<file path="src/rtl/int_ctrl.sv">
// -----------------------------------------------------------------------------
// int_ctrl - hardware interrupt controller feeding the cu's hwint input.
//
// Each peripheral line is synchronised through two flops, rising edges are
// latched into pending bits, pending is masked by a software-writable enable
// register, and the lowest-numbered active source is presented as a vector.
// Configuration and acknowledgement are done through a small memory-mapped
// slave on the cpu data bus.
//
// Register map (addr):
//   0 PENDING  read; write-1-to-clear
//   1 ENABLE   read/write, bits [NUM_IRQ-1:0]
//   2 VECTOR   read only: bit 31 = any source active, bits [4:0] = vector
//   3 SET      write-1-to-set pending (software interrupt); reads 0
//
// Ports:
//   clk       system clock, all state updates on the rising edge
//   rst       asynchronous reset, active-low
//   irq       peripheral interrupt lines, asynchronous, level-high
//   sel       bus chip select; rd / wr are qualified by it
//   rd, wr    bus read / write strobes
//   addr      register index
//   data_in   bus write data
//   data_out  bus read data, registered (valid the cycle after the strobe)
//   hwint     registered interrupt request to the cu
//   int_ack   one-cycle pulse from the cu entering the interrupt sequence
//   vector    index of the currently selected source (0 when none active)
//
// WIDTH must be at least 32 (VECTOR uses bit 31) and NUM_IRQ in 1..32.
// -----------------------------------------------------------------------------
module int_ctrl #(
    parameter int NUM_IRQ = 8,
    parameter int WIDTH   = 32
) (
    input  logic               clk,
    input  logic               rst,
    input  logic [NUM_IRQ-1:0] irq,
    input  logic               sel,
    input  logic               rd,
    input  logic               wr,
    input  logic [1:0]         addr,
    input  logic [WIDTH-1:0]   data_in,
    output logic [WIDTH-1:0]   data_out,
    output logic               hwint,
    input  logic               int_ack,
    output logic [4:0]         vector
);

    localparam logic [1:0] ADDR_PENDING = 2'd0;
    localparam logic [1:0] ADDR_ENABLE  = 2'd1;
    localparam logic [1:0] ADDR_VECTOR  = 2'd2;
    localparam logic [1:0] ADDR_SET     = 2'd3;

    // State
    logic [NUM_IRQ-1:0] sync1_q,   sync1_d;
    logic [NUM_IRQ-1:0] sync2_q,   sync2_d;
    logic [NUM_IRQ-1:0] prev_q,    prev_d;
    logic [NUM_IRQ-1:0] pending_q, pending_d;
    logic [NUM_IRQ-1:0] enable_q,  enable_d;
    logic               hwint_q,   hwint_d;
    logic [WIDTH-1:0]   data_out_q, data_out_d;

    // Combinational helpers
    logic [NUM_IRQ-1:0] rise;
    logic [NUM_IRQ-1:0] active;
    logic [NUM_IRQ-1:0] ack_clr;
    logic [NUM_IRQ-1:0] set_sw;
    logic [NUM_IRQ-1:0] w1c;
    logic [4:0]         sel_idx;
    logic               wr_en;
    logic               rd_en;
    logic [WIDTH-1:0]   rd_data;

    assign wr_en  = sel & wr;
    assign rd_en  = sel & rd;
    assign rise   = sync2_q & ~prev_q;
    assign active = pending_q & enable_q;

    // Priority encoder: scanning from the top down leaves the lowest active
    // index in sel_idx, so bit 0 has the highest priority.
    // NOTE: every variable assigned in an always_comb gets a default first so
    // no path leaves it unassigned, which would otherwise infer a latch.
    always_comb begin
        sel_idx = '0;
        for (int i = NUM_IRQ - 1; i >= 0; i--) begin
            if (active[i]) begin
                sel_idx = 5'(i);
            end
        end
    end

    // int_ack clears exactly the selected source: x & -x isolates the lowest
    // set bit, which is the same bit sel_idx points at (and nothing if idle).
    assign ack_clr = int_ack ? (active & (~active + NUM_IRQ'(1))) : '0;

    assign set_sw = (wr_en && addr == ADDR_SET)     ? data_in[NUM_IRQ-1:0] : '0;
    assign w1c    = (wr_en && addr == ADDR_PENDING) ? data_in[NUM_IRQ-1:0] : '0;

    // Read mux; unimplemented bits stay zero.
    always_comb begin
        rd_data = '0;
        case (addr)
            ADDR_PENDING: rd_data[NUM_IRQ-1:0] = pending_q;
            ADDR_ENABLE:  rd_data[NUM_IRQ-1:0] = enable_q;
            ADDR_VECTOR: begin
                rd_data[31]  = |active;
                rd_data[4:0] = sel_idx;
            end
            default:      rd_data = '0;
        endcase
    end

    always_comb begin
        sync1_d = irq;
        sync2_d = sync1_q;
        prev_d  = sync2_q;

        // Clears are applied first and sets last, so a fresh hardware edge
        // beats both int_ack and W1C, and a software SET beats int_ack.
        pending_d = (pending_q & ~ack_clr & ~w1c) | set_sw | rise;

        enable_d = enable_q;
        if (wr_en && addr == ADDR_ENABLE) begin
            enable_d = data_in[NUM_IRQ-1:0];
        end

        hwint_d = |active;

        // rd_data is built from the current (pre-write) registers, so a
        // simultaneous read and write returns the old value.
        data_out_d = data_out_q;
        if (rd_en) begin
            data_out_d = rd_data;
        end
    end

    // NOTE: sequential state uses non-blocking assignments so every flop
    // samples its _d value from before the edge, independent of block order.
    always_ff @(posedge clk or negedge rst) begin
        if (!rst) begin
            sync1_q    <= '0;
            sync2_q    <= '0;
            prev_q     <= '0;
            pending_q  <= '0;
            enable_q   <= '0;
            hwint_q    <= 1'b0;
            data_out_q <= '0;
        end else begin
            sync1_q    <= sync1_d;
            sync2_q    <= sync2_d;
            prev_q     <= prev_d;
            pending_q  <= pending_d;
            enable_q   <= enable_d;
            hwint_q    <= hwint_d;
            data_out_q <= data_out_d;
        end
    end

    assign data_out = data_out_q;
    assign hwint    = hwint_q;
    assign vector   = sel_idx;

    // Upper write-data bits have no register behind them.
    if (WIDTH > NUM_IRQ) begin : g_unused_data
        logic unused_data_in_hi;
        assign unused_data_in_hi = ^data_in[WIDTH-1:NUM_IRQ];
    end

endmodule

</file>
<file path="config.mk">
export PLATFORM = sky130hd
export DESIGN_NAME = int_ctrl
export DESIGN_NICKNAME = d
export VERILOG_FILES = /design/src/rtl/int_ctrl.sv
export SDC_FILE = /design/constraint.sdc
export NUM_CORES = 1
export LEC_CHECK = 0
export CAP_MARGIN = 20
export CORE_MARGIN = 8
export CORE_UTILIZATION = 46
export CTS_CLUSTER_SIZE = 20
export DETAILED_ROUTE_END_ITERATION = 10
export PLACE_DENSITY = 0.83
export SYNTH_ARGS = -nofsm -noshare
export SYNTH_HDL_FRONTEND = slang
export SYNTH_SLANG_ARGS = --single-unit
export TNS_END_PERCENT = 10
</file>
<file path="constraint.sdc">
create_clock -name clk -period 3.95 [get_ports clk]
set_clock_uncertainty 0.15 [all_clocks]
set_input_delay 0.395 -clock clk [delete_from_list [all_inputs] [get_ports clk]]
set_output_delay 0.395 -clock clk [all_outputs]
set_load 0.005 [all_outputs]
</file>
==> flow_metrics.env, run 1 <==
export IMPL_syn_area_per_cell_sq_um=12.33
export IMPL_path_cells="a22o_2 -> a31o_2 -> a41o_1 -> clkdlybuf4s50_1"
export IMPL_cp_slowest_stage_delay_ns=0.46
export IMPL_numPortBuffers=36
export IMPL_synth_top_area_share_pct=57.67
export IMPL_start_util_pct=46.86
export IMPL_postRouteAntennaNets=0
export IMPL_crit_type="reg -> out"
export IMPL_grt_start_max_net_pins=51
export IMPL_maxSlewViolCount=0
export IMPL_hp_class="reg -> reg"
export IMPL_syn_to_final_growth_pct=20.36
export IMPL_drc=0
export IMPL_power_total_mw=1.291
export IMPL_drive_gt1_share_pct=11.52
export IMPL_crit_arrival_ns=1.95
export IMPL_synth_most_common_cell="dfrtp_1"
export IMPL_worstSkewPairLatency_ns=0.30
export IMPL_cts_tree="built"
export IMPL_die_area_sq_mm=0.007170
export IMPL_fmax_mhz=400.8
export IMPL_gp_congestion=0.8057
export IMPL_setup_violations=0
export IMPL_synthTopCellsByCount="50 x dfrtp_1, 26 x buf_4, 16 x nand2_1"
export IMPL_postCtsSetupRepairBufs=0
export IMPL_rows=25
export IMPL_drv_cap=0
export IMPL_ys_warn_count=0
export IMPL_vias=1431
export IMPL_num_antenna_cells=0
export IMPL_synth_largest_area_cell="dfrtp_1"
export IMPL_setup_tns_final_ns=0
export IMPL_rrSetupSlack_ns=2.26
export IMPL_drt_iter0_drc=84
export IMPL_cp_required_ns=3.40
export IMPL_firstDrtPassIters=4
export IMPL_cp_start_kind="flip-flop"
export IMPL_async_flop_share_pct=100.0
export IMPL_grt_pass1_vias=1557
export IMPL_ioPinCount=86
export IMPL_die_y_um=84.68
export IMPL_vias_per_cell=5.280
export IMPL_synth_area_leaders="dfrtp_1 58%, buf_4 9.0%, a221o_1 4.2%, mux2_2 4.2%, mux2i_1 3.7%"
export IMPL_crit_family="compound AO/OA/AOI/OAI gates"
export IMPL_rsz0062_at_grt="false"
export IMPL_grt_use_total_pct=12.77
export IMPL_leakage_nw=1.186
export IMPL_synth_edf_count=0
export IMPL_cts_buffer_depth=2
export IMPL_core_sq_mm=0.004629
export IMPL_report_final_hold_viol_count=0
export IMPL_grt_remaining_overflow=0
export IMPL_synth_area_sq_mm=0.002170
export IMPL_cts_sinks=50
export IMPL_ys_ff_latch=50
export IMPL_numCtsBuffers=5
export IMPL_crit_fanout=5
export IMPL_cts_resized=0
export IMPL_wl_um=4344
export IMPL_final_min_clock_period_ns=2.495
export IMPL_antenna_found_initial=0
export IMPL_die_w_um=84.68
export IMPL_syn_instance_count=176
export IMPL_synthDistinctLibCells=35
export IMPL_nNetsFinal=264
export IMPL_slew_headroom_pct=51.52
export IMPL_ir_drop_v=0.0002109
export IMPL_root_buffer="clkbuf_8"
export IMPL_outcome="finished clean"
export IMPL_cts_htree_levels=2
export IMPL_grt_pass1_wl_um=7307
export IMPL_critPathBufInv=1
export IMPL_finalCritPeriodShare_pct=63.17
export IMPL_dp_hpwl_um=3130
export IMPL_critPathCaptureType="primary output"
export IMPL_crit_slowest_cell="clkdlybuf4s50_1"
export IMPL_wire_per_inst_um=16.03
export IMPL_synth_ff_type="dfrtp_1"
export IMPL_tightest_slew_ns=0.7249
export IMPL_power_density_mw_per_mm2=494.6
export IMPL_synth_seq_area_share_pct=57.67
export IMPL_clkTransAtPathRegs_ns=0.09
-- metal layers --
| layer | part of all wire (%) | track usage, % | wire (um) | up-vias |
|---|---|---|---|---|
| met5 | 0 | 0 | 0 | - |
| met4 | 2.7 | 7.443 | 116 | 0 |
| met3 | 6.2 | 4.976 | 269 | 11 |
| met2 | 51 | 21.33 | 2202 | 51 |
| met1 | 40 | 13.36 | 1755 | 704 |
| li1 | - | - | - | 665 |
-- repair_timing --
action,in CTS,in global routing
hold buffers,0,1
endpoints found under the hold margin,0,10
endpoints found under the setup margin,0,0
-- cells by family after synthesis --
logic type / Yosys count / share of synthesized area, %
simple gates: 37 / 9.631
other cells: 1 / 0.1728
compound gates: 38 / 14.24
buf+inv: 34 / 10.44
flops: 50 / 57.67
mux: 16 / 7.843
-- flip-flops by register name, summed over array words and instances, names as in the netlist --
name       flops
pending_q      8
prev_d         8
hwint          1
prev_q         8
enable_q       8
sync1_q        8
data_out       9
-- layout make-up --
type,count,area (sq um)
Sequential cell,50,1251
Clock inverter,1,30.03
Tap cell,54,67.56
Timing Repair Buffer,38,385.4
Clock buffer,7,76.32
Fill cell,430,2018
Inverter,5,18.77
Multi-Input combinational cell,116,782.0
-- final timing paths --
check | from | cells past startpoint | to
min in group asynchronous | rst | 2 | prev_d[7]$_DFF_PN0_
worst min-delay path | sync1_q[4]$_DFF_PN0_ | 0 | prev_d[4]$_DFF_PN0_
worst max register to register | pending_q[3]$_DFF_PN0_ | 4 | pending_q[7]$_DFF_PN0_
max in group asynchronous | rst | 3 | pending_q[5]$_DFF_PN0_
worst min register to register | sync1_q[4]$_DFF_PN0_ | 0 | prev_d[4]$_DFF_PN0_
worst max-delay path | pending_q[3]$_DFF_PN0_ | 4 | vector[0]
-- placed cells by master, fill, tap and decap left out, drive strengths merged, types with 5 or more instances in the layout --
master and instances:
o21ai 8, nand2 16, inv 5, dfrtp 50, clkbuf 7, nor2b 5, mux2i 8, conb 25
mux2 8, a221o 9, clkdlybuf4s50 35
-- through the flow --
step	utilization, %	setup slack (ns)	instances	cell area (sq um)	hold slack [ns]
2_1_floorplan	-	2.337	200	2260	-0.05059
3_3_place_gp	53.46	1.473	261	2475	0.1822
3_5_place_dp	53.46	1.471	261	2475	0.1847
4_1_cts	55.76	1.447	269	2581	0.1793
5_1_grt	56.41	1.380	271	2611	0.2147
6_report	56.41	1.455	271	2611	0.2022
-- power breakdown --
group	internal, mW	leakage (nW)	switching [mW]
Sequential	0.578	0.581	0.0625
Combinational	0.172	0.552	0.128
Clock	0.190	0.0524	0.162
Power figures use the tool's default switching activity.
==> run 2, diff against run 1 <==
Settings changed: CORE_UTILIZATION 46 to 39, PLACE_DENSITY 0.83 to 0.75.
Clock period 3.95 ns to 2.23 ns, I/O delays scaled along.
==> run 2 against run 1 <==
  * Global-route usage is 2.2 points lower
  * Cell count is 8.5% higher
  * Flip-flop and latch count is the same
  * Clock-buffer cell count decreased by 2
  * Combinational power is 84% higher
  * Worst setup slack worse by 1.4 ns
  * Clock power rose by 45%
  * Utilization fell by 7.8 points
  * First-iteration DRC count rose by 73%
  * Total power grew 70%
  * Register-to-register slack got worse by 1.9 ns
  * Critical path type unchanged
  * Critical endpoint is now vector[1]
  * Largest cell class unchanged
==> flow_metrics.env, run 2 (synthesized netlist as in run 1, its figures left out) <==
export IMPL_largest_reg_flops=9
export IMPL_drv_cap=0
export IMPL_numPortBuffers=36
export IMPL_setup_violations=0
export IMPL_tightest_slew_ns=0.6018
export IMPL_crit_arrival_ns=1.80
export IMPL_hold_end="sync1_q[6]$_DFF_PN0_"
export IMPL_die_w_um=90.59
export IMPL_drt_iter0_drc=145
export IMPL_ioPinCount=86
export IMPL_antenna_found_initial=0
export IMPL_grt_start_max_net_pins=51
export IMPL_cts_tree="built"
export IMPL_power_density_mw_per_mm2=827.6
export IMPL_grt_use_total_pct=10.53
export IMPL_final_util_pct=48.63
export IMPL_power_frac_seq_pct=51.6
export IMPL_cp_required_ns=1.86
export IMPL_dp_hpwl_um=3081
export IMPL_busiest_layer="met2"
export IMPL_wl_um=4165
export IMPL_root_buffer="clkbuf_8"
export IMPL_report_final_hold_viol_count=0
export IMPL_clkPwrFrac_pct=23.2
export IMPL_setup_tns_final_ns=0
export IMPL_fmax_mhz=460.6
export IMPL_maxSlewViolCount=0
export IMPL_vias_per_cell=4.690
export IMPL_hp_class="in -> reg"
export IMPL_layout_commonest_cell="dfrtp_1"
export IMPL_grt_util_met3_pct=4.738
export IMPL_start_util_pct=39.89
export IMPL_use_met2_pct=17.36
export IMPL_wire_per_inst_um=14.17
export IMPL_placed_cell_area_sq_mm=0.002512
export IMPL_seq_area_sq_mm=0.001251
export IMPL_worstSkewPairLatency_ns=0.30
export IMPL_rows=27
export IMPL_internal_power_mw=1.559
export IMPL_critPathCaptureType="primary output"
export IMPL_core_sq_mm=0.005439
export IMPL_cts_sinks=50
export IMPL_grt_pass1_wl_um=7127
export IMPL_grt_pass1_vias=1521
export IMPL_multi_input_comb_area_sq_um=784.5
export IMPL_nFillCells=499
export IMPL_num_antenna_cells=0
export IMPL_slew_headroom_pct=59.88
export IMPL_leakage_nw=1.215
export IMPL_outcome="finished clean"
export IMPL_ir_drop_v=0.0003450
export IMPL_rrSetupSlack_ns=0.37
export IMPL_gp_congestion=0.7982
export IMPL_mostFrequentLayoutCells="50 x dfrtp_1, 32 x clkdlybuf4s50_1, 25 x conb_1, 16 x nand2_1, 9 x a221o_1"
export IMPL_cts_htree_levels=2
export IMPL_switching_power_mw=0.6304
export IMPL_hold_depth=1
export IMPL_grt_remaining_overflow=0
export IMPL_final_min_clock_period_ns=2.171
export IMPL_p_sw_share_pct=28.80
export IMPL_syn_to_final_growth_pct=21.91
export IMPL_drc=0
export IMPL_p_comb_share_pct=25.2
export IMPL_firstDrtPassIters=4
export IMPL_nNetsFinal=269
export IMPL_vias=1379
export IMPL_reg2reg_depth=6
export IMPL_use_met1_pct=11.81
export IMPL_r2r_start="pending_q[3]$_DFF_PN0_"
export IMPL_reg2reg_to="pending_q[6]$_DFF_PN0_"
export IMPL_cp_start_kind="flip-flop"
export IMPL_crit_type="reg -> out"
export IMPL_clkTransAtPathRegs_ns=0.09
export IMPL_die_y_um=90.59
export IMPL_worst_hold_startpoint="irq[6]"
export IMPL_postRouteAntennaNets=0
export IMPL_finalCritPeriodShare_pct=97.36
export IMPL_drive_gt1_share_pct=14.86
export IMPL_crit_fanout=4
export IMPL_final_area_sq_mm=0.002645
export IMPL_cts_buffer_depth=2
export IMPL_die_area_sq_mm=0.008206
export IMPL_numCtsBuffers=5
## run 2: what timing repair did
item,CTS,global route
hold buffers,1,0
buffers inserted,3,1
pin swaps,2,2
resized for setup,3,1
setup endpoints to repair,2,1
gates cloned,0,0
hold endpoints to repair,50,0
## run 2: power by group through the flow
| stage | logic (mW) | registers (mW) | clock network [mW] |
|---|---|---|---|
| finish | 0.551 | 1.13 | 0.509 |
| global route | 0.605 | 1.15 | 0.569 |
| floorplan | 0.316 | 1.13 | 0 |
| detailed placement | 0.525 | 1.15 | 0 |
| CTS | 0.542 | 1.13 | 0.538 |
| global placement | 0.513 | 1.14 | 0 |
## run 2: layout make-up
class / instances / share of cell area [%]
clock buffer: 5 / 2.602
clock inverter: 3 / 0.8042
inverter: 5 / 0.7096
multi-input combinational: 116 / 29.66
sequential: 50 / 47.30
tap: 72 / 3.406
timing repair buffer: 43 / 15.52
## run 2: how the worst max path moves through the flow
stage,startpoint,to,slack [ns],cells after the start
after CTS,pending_q[3]$_DFF_PN0_,vector[2],-0.003,5
after detailed placement,pending_q[3]$_DFF_PN0_,vector[0],0.24,4
after global routing,pending_q[3]$_DFF_PN0_,vector[1],-0.01,6
after floorplan,pending_q[3]$_DFF_PN0_,pending_q[6]$_DFF_PN0_,0.70,4
final,pending_q[3]$_DFF_PN0_,vector[1],0.06,6
after global placement,pending_q[3]$_DFF_PN0_,vector[0],0.26,4
## run 2: critical path, cell delays in order, from the launching register on
cell and delay [ns]:
dfrtp_1 0.43, buf_4 0.16, a22oi_2 0.21, buf_4 0.15, o21ai_0 0.07, and3_1 0.21, dlygate4sd2_1 0.27
## run 2: metrics by stage
step           hold WS, ns  setup WS (ns)  std cells  total power, mW
2_1_floorplan      -0.2226         0.7012        200            1.448
3_3_place_gp        0.1813         0.2574        281            1.657
3_5_place_dp        0.1847         0.2442        281            1.676
4_1_cts             0.1853      -0.002987        293            2.207
5_1_grt             0.1854       -0.01401        294            2.323
6_report            0.2006        0.05883        294            2.189
## run 2: per-layer routing
layer	vias to the layer above	part of all wire [%]
li1	671	-
met3	4	7.8
met4	0	0.74
met5	-	0
met2	42	48
met1	662	43
